### src/rtl/johnson_phase_decoder.sv
// rtl/johnson_phase_decoder.sv - Johnson code phase decoder, integrity checker and CEO divider
// Optional feature: define JPD_SEQ_CHECK_EN to enable the step-to-step sequence check.
module johnson_phase_decoder #(
  parameter int DIV   = 4,
  parameter int CNT_W = 8,
  parameter int ERR_W = 4
) (
  input  logic             clk,
  input  logic             clr_n,
  input  logic             ce,
  input  logic             clr,
  input  logic [3:0]       q,
  input  logic             ceo,
  input  logic             err_clr,
  output logic [7:0]       phase,
  output logic [2:0]       idx,
  output logic             legal,
  output logic             code_err,
  output logic             seq_err,
  output logic             err_sticky,
  output logic [ERR_W-1:0] err_cnt,
  output logic [CNT_W-1:0] wrap_cnt,
  output logic             tick
);

  localparam logic [ERR_W-1:0] ERR_MAX   = '1;
  localparam logic [ERR_W-1:0] ERR_ONE   = ERR_W'(1);
  localparam logic [CNT_W-1:0] WRAP_LAST = CNT_W'(DIV - 1);
  localparam logic [CNT_W-1:0] WRAP_ONE  = CNT_W'(1);

  logic [2:0] dec_idx;
  logic       dec_legal;
  logic       seq_mis;
  logic       new_err;

  // Map the current Johnson code to its phase index; anything else is illegal
  always_comb begin
    dec_idx   = 3'd0;
    dec_legal = 1'b1;
    case (q)
      4'b0000: dec_idx = 3'd0;
      4'b0001: dec_idx = 3'd1;
      4'b0011: dec_idx = 3'd2;
      4'b0111: dec_idx = 3'd3;
      4'b1111: dec_idx = 3'd4;
      4'b1110: dec_idx = 3'd5;
      4'b1100: dec_idx = 3'd6;
      4'b1000: dec_idx = 3'd7;
      default: dec_legal = 1'b0;
    endcase
  end

`ifdef JPD_SEQ_CHECK_EN
  logic       prev_vld;
  logic       prev_legal;
  logic       prev_ce;
  logic       prev_clr;
  logic [2:0] prev_idx;
  logic [2:0] exp_idx;

  // Predict the index this sample must carry, given what the counter was told last cycle.
  // Legal codes map one-to-one onto indices, so comparing indices equals comparing codes.
  always_comb begin
    exp_idx = prev_idx;
    if (prev_clr) begin
      exp_idx = 3'd0;
    end else if (prev_ce) begin
      exp_idx = prev_idx + 3'd1;
    end
    seq_mis = prev_vld & prev_legal & dec_legal & (dec_idx != exp_idx);
  end

  // Remember the previous sample for the successor check
  always_ff @(posedge clk or negedge clr_n) begin
    if (!clr_n) begin
      prev_vld   <= 1'b0;
      prev_legal <= 1'b0;
      prev_ce    <= 1'b0;
      prev_clr   <= 1'b0;
      prev_idx   <= 3'd0;
    end else begin
      prev_vld   <= 1'b1;
      prev_legal <= dec_legal;
      prev_ce    <= ce;
      prev_clr   <= clr;
      prev_idx   <= dec_idx;
    end
  end
`else
  // Without the successor check the counter's enable has no consumer here
  logic unused_ce;
  assign unused_ce = ce;
  assign seq_mis   = 1'b0;
`endif

  assign new_err = ~dec_legal | seq_mis;

  // Register decode results and single-cycle error pulses
  always_ff @(posedge clk or negedge clr_n) begin
    if (!clr_n) begin
      phase    <= 8'd0;
      idx      <= 3'd0;
      legal    <= 1'b0;
      code_err <= 1'b0;
      seq_err  <= 1'b0;
    end else begin
      phase    <= dec_legal ? (8'd1 << dec_idx) : 8'd0;
      idx      <= dec_idx;
      legal    <= dec_legal;
      code_err <= ~dec_legal;
      seq_err  <= seq_mis;
    end
  end

  // Sticky flag and saturating counter; a fresh error outranks err_clr
  always_ff @(posedge clk or negedge clr_n) begin
    if (!clr_n) begin
      err_sticky <= 1'b0;
      err_cnt    <= '0;
    end else if (new_err) begin
      err_sticky <= 1'b1;
      if (err_clr) begin
        err_cnt <= ERR_ONE;
      end else if (err_cnt != ERR_MAX) begin
        err_cnt <= err_cnt + ERR_ONE;
      end
    end else if (err_clr) begin
      err_sticky <= 1'b0;
      err_cnt    <= '0;
    end
  end

  // Divide CEO pulses by DIV; the counter's clear restarts the division and suppresses the tick
  always_ff @(posedge clk or negedge clr_n) begin
    if (!clr_n) begin
      wrap_cnt <= '0;
      tick     <= 1'b0;
    end else if (clr) begin
      wrap_cnt <= '0;
      tick     <= 1'b0;
    end else if (ceo) begin
      if (wrap_cnt == WRAP_LAST) begin
        wrap_cnt <= '0;
        tick     <= 1'b1;
      end else begin
        wrap_cnt <= wrap_cnt + WRAP_ONE;
        tick     <= 1'b0;
      end
    end else begin
      tick <= 1'b0;
    end
  end

endmodule

### config.mk
export PLATFORM = sky130hd
export DESIGN_NAME = johnson_phase_decoder
export DESIGN_NICKNAME = d
export VERILOG_FILES = /design/src/rtl/johnson_phase_decoder.sv
export SDC_FILE = /design/constraint.sdc
export NUM_CORES = 1
export LEC_CHECK = 0
export ABC_AREA = 1
export BUFFER_PORTS_ARGS = -buffer_cell sky130_fd_sc_hd__buf_2
export CAP_MARGIN = 20
export CORE_MARGIN = 3
export CORE_UTILIZATION = 50
export CTS_BUF_LIST = sky130_fd_sc_hd__clkbuf_8
export CTS_CLUSTER_DIAMETER = 150
export DETAILED_ROUTE_END_ITERATION = 12
export GPL_ROUTABILITY_DRIVEN = 0
export MAX_ROUTING_LAYER = met4
export PLACE_DENSITY = 0.78
export SYNTH_ARGS = -nofsm -noshare
export SYNTH_HDL_FRONTEND = slang
export SYNTH_SLANG_ARGS = --single-unit
### constraint.sdc
create_clock -name clk -period 1.6 [get_ports clk]
set_input_delay 0.24 -clock clk [delete_from_list [all_inputs] [get_ports clk]]
set_output_delay 0.24 -clock clk [all_outputs]
set_load 0.02 [all_outputs]
==> results.cfg <==
[synth]
post_synthesis_instance_total = 142
yosysWarnings = 0
ys_ff_latch = 27
postSynthAreaPerCell_um2 = 8.63
synth_nets = 154
yosysSeqAreaShare_pct = 55.2
synth_cell_types = 20
syn_area_um2 = 1220

[flow_run]
maxCapViolations = 0

[final_layout]
drive_above_1_share_pct = 24.3
most_used_cells_in_the_layout_excluding_fill_and_tap_cells = 37 x sky130_fd_sc_hd__nand2_1, 35 x sky130_fd_sc_hd__buf_2, 27 x sky130_fd_sc_hd__dfrtp_1, 23 x sky130_fd_sc_hd__nor2_1, 19 x sky130_fd_sc_hd__inv_1
final_common_cell = sky130_fd_sc_hd__nand2_1
final_core_util_pct = 65.1
fill_cells = 201
multi_input_area_um2 = 474
finish.net_count = 194
syn2layout_area_growth_pct = 21.0
layout.area.seq_um2 = 676
antenna_cells = 0

[routing]
first_pass_detailed_route_iteration_total = 4
ant_nets = 0
drcViolationCount = 0
routedWlPerCell_um = 12.1
drt_wl_total_um = 2520
via_count = 1050
first_drt_iteration_drcs = 22
via_per_inst = 5.02

[placement]
preCtsSetupSlack_ps = 220
io_buffers = 35
post-dp-hpwl_um = 1870

[clock_tree]
cts-buffers-inserted = 3
path_clk_slew_ps = 90
cts_root_buf = sky130_fd_sc_hd__clkbuf_8
clk_path_buf_depth = 2
clock_sinks = 27
clk-insertion-delay-late_ps = 270
cts-htree-levels = 1
cts_tree = done
cts_setup_buffers = 0

[setup_path]
cp_data_arrival_time_ps = 1570
worst-endpoint-required_ps = 1760
critical_path_buf_inv_count = 0
kind_of_end_point_of_the_critical_path = flop
chain_of_cells_forming_the_critical_path = ha_1 > nor3b_1 > nand3_1 > nand2_1 > nor2_1
cpPeakStageDelay_ps = 420
worst-setup-path-type = flop to flop
critical-path-slowest-cell = sky130_fd_sc_hd__dfrtp_1
critPathLaunchType = flop
worst_path_dominant_cell_family = simple AND/OR/NAND/NOR gates
path_max_fanout = 5

[grt]
grt_start_max_net_pins = 28
first_global_vias = 984
track_usage_pct = 17.6
globalRouteOverflowTotal = 0
grt_antenna_before_repair = 0
wire_length_of_the_first_global_routing_pass_um = 4240

[die]
fp-row-count = 17
initial_core_utilization_pct = 53.8
ioPinCount = 38
design.core.area_um2 = 2280
floorplan_die_width_um = 55.5
die_height_um = 55.5
die_area_um2 = 3080

[pwr]
cellLeakagePower_nw = 0.859
vdd.ir_drop.worst_mv = 0.623
powerDensity_nw_per_um2 = 997

[sta]
report.final.setup_viol = 0
postLayoutSetupSlackWorst_ps = 186
totalNegativeSetupSlack_ps = 0
layout_worst_path_cycle_share_pct = 88.4
finalHoldViolCount = 0
timing.slew.headroom_pct = 60.9
timing_max_transition_violations_final = 0
tightestPinTransition_ps = 586
timing.final.crit_period_ps = 1410
clock.fmax_mhz = 707
grt_setup_unrepaired = no
worst_clock_skew_ps = 4.02

[hold_path]
min_path_type = input pin to flop

[outcome]
status = completed
worst paths after layout:
kind	startpoint	to	slack [ps]	depth (start not counted)
max	wrap_cnt[0]$_DFFE_PN0P_	wrap_cnt[2]$_DFFE_PN0P_	190	5
min	clr	tick$_DFF_PN0_	160	2
max reg2reg	wrap_cnt[0]$_DFFE_PN0P_	wrap_cnt[2]$_DFFE_PN0P_	190	5
min reg2reg	err_sticky$_DFFE_PN0P_	err_sticky$_DFFE_PN0P_	490	2
max in group asynchronous	clr_n	phase[4]$_DFF_PN0_	720	2
min in group asynchronous	clr_n	tick$_DFF_PN0_	490	2
worst reg2reg max path, stage by stage, from the launching register on:
cell	delay (ps)
sky130_fd_sc_hd__dfrtp_1	420
sky130_fd_sc_hd__ha_1	210
sky130_fd_sc_hd__nor3b_1	260
sky130_fd_sc_hd__nand3_1	150
sky130_fd_sc_hd__nand2_1	190
sky130_fd_sc_hd__nor2_1	70
registers in the layout, summed over array words and instances, names as in the netlist:
| register | count |
|---|---|
| err_sticky | 1 |
| phase | 8 |
| wrap_cnt | 8 |
| legal | 1 |
| tick | 1 |
| idx | 3 |
| code_err | 1 |
| err_cnt | 4 |
timing repair:
| action | in CTS | in global routing |
|---|---|---|
| resized for setup | 0 | 0 |
| hold buffers | 1 | 0 |
| hold endpoints to repair | 27 | 0 |
final cells by class:
type	instances	area share, %
tap	28	2.36
clock buffer	3	2.78
sequential	27	45.6
timing repair buffer	36	12.5
inverter	18	4.56
multi-input combinational	96	32.0
clock inverter	1	0.253
synthesized netlist by cell type:
library cell / number / area [um^2]
sky130_fd_sc_hd__nand2_1: 37 / 139
sky130_fd_sc_hd__dfrtp_1: 27 / 676
sky130_fd_sc_hd__nor2_1: 23 / 86.3
sky130_fd_sc_hd__inv_1: 18 / 67.6
sky130_fd_sc_hd__nand3_1: 9 / 45.0
sky130_fd_sc_hd__nand4_1: 7 / 43.8
sky130_fd_sc_hd__ha_1: 2 / 25.0
sky130_fd_sc_hd__nand2_2: 2 / 12.5
sky130_fd_sc_hd__nor3b_1: 2 / 15.0
sky130_fd_sc_hd__o21ai_0: 2 / 10.0
sky130_fd_sc_hd__or2_2: 2 / 12.5
sky130_fd_sc_hd__xnor2_1: 2 / 17.5
sky130_fd_sc_hd__xor2_1: 2 / 17.5
sky130_fd_sc_hd__a21oi_1: 1 / 5.00
sky130_fd_sc_hd__buf_4: 1 / 7.51
sky130_fd_sc_hd__conb_1: 1 / 3.75
sky130_fd_sc_hd__nand2_4: 1 / 11.3
sky130_fd_sc_hd__nor2_8: 1 / 20.0
sky130_fd_sc_hd__nor3_1: 1 / 5.00
sky130_fd_sc_hd__o21ai_1: 1 / 5.00
stage by stage:
step	cell area (um^2)	instances	total power (W)	hold WS, ps
after floorplan	1220	142	0.000997	-55.6
after global placement	1430	204	0.00110	269
after detailed placement	1430	204	0.00111	275
after CTS	1480	209	0.00148	162
after global routing	1480	209	0.00156	181
final	1480	209	0.00148	161
report_power, final:
part | internal (W) | switching, W | total [W]
sequential | 0.000736 | 0.0000503 | 0.000786
combinational | 0.000107 | 0.000208 | 0.000315
clock | 0.000172 | 0.000205 | 0.000377
total | 0.00101 | 0.000464 | 0.00148
cells by family (layout without fill, tap and decap cells):
group	Yosys count	count (layout)	share of synthesized area, %
xor+xnor	4	4	2.86
simple gates	85	85	31.9
compound gates	4	4	1.63
buf+inv	19	58	6.13
other cells	1	1	0.306
flops	27	27	55.2
fa+ha+maj	2	2	2.04
routing by layer:
metal	track usage [%]	share of wire, %	vias to the layer above
met5	-	0	-
met4	7.64	1.8	0
met3	3.97	4.2	8
met2	30.6	52	28
met1	19.3	42	494
li1	-	-	520
Power figures use the tool's default switching activity.
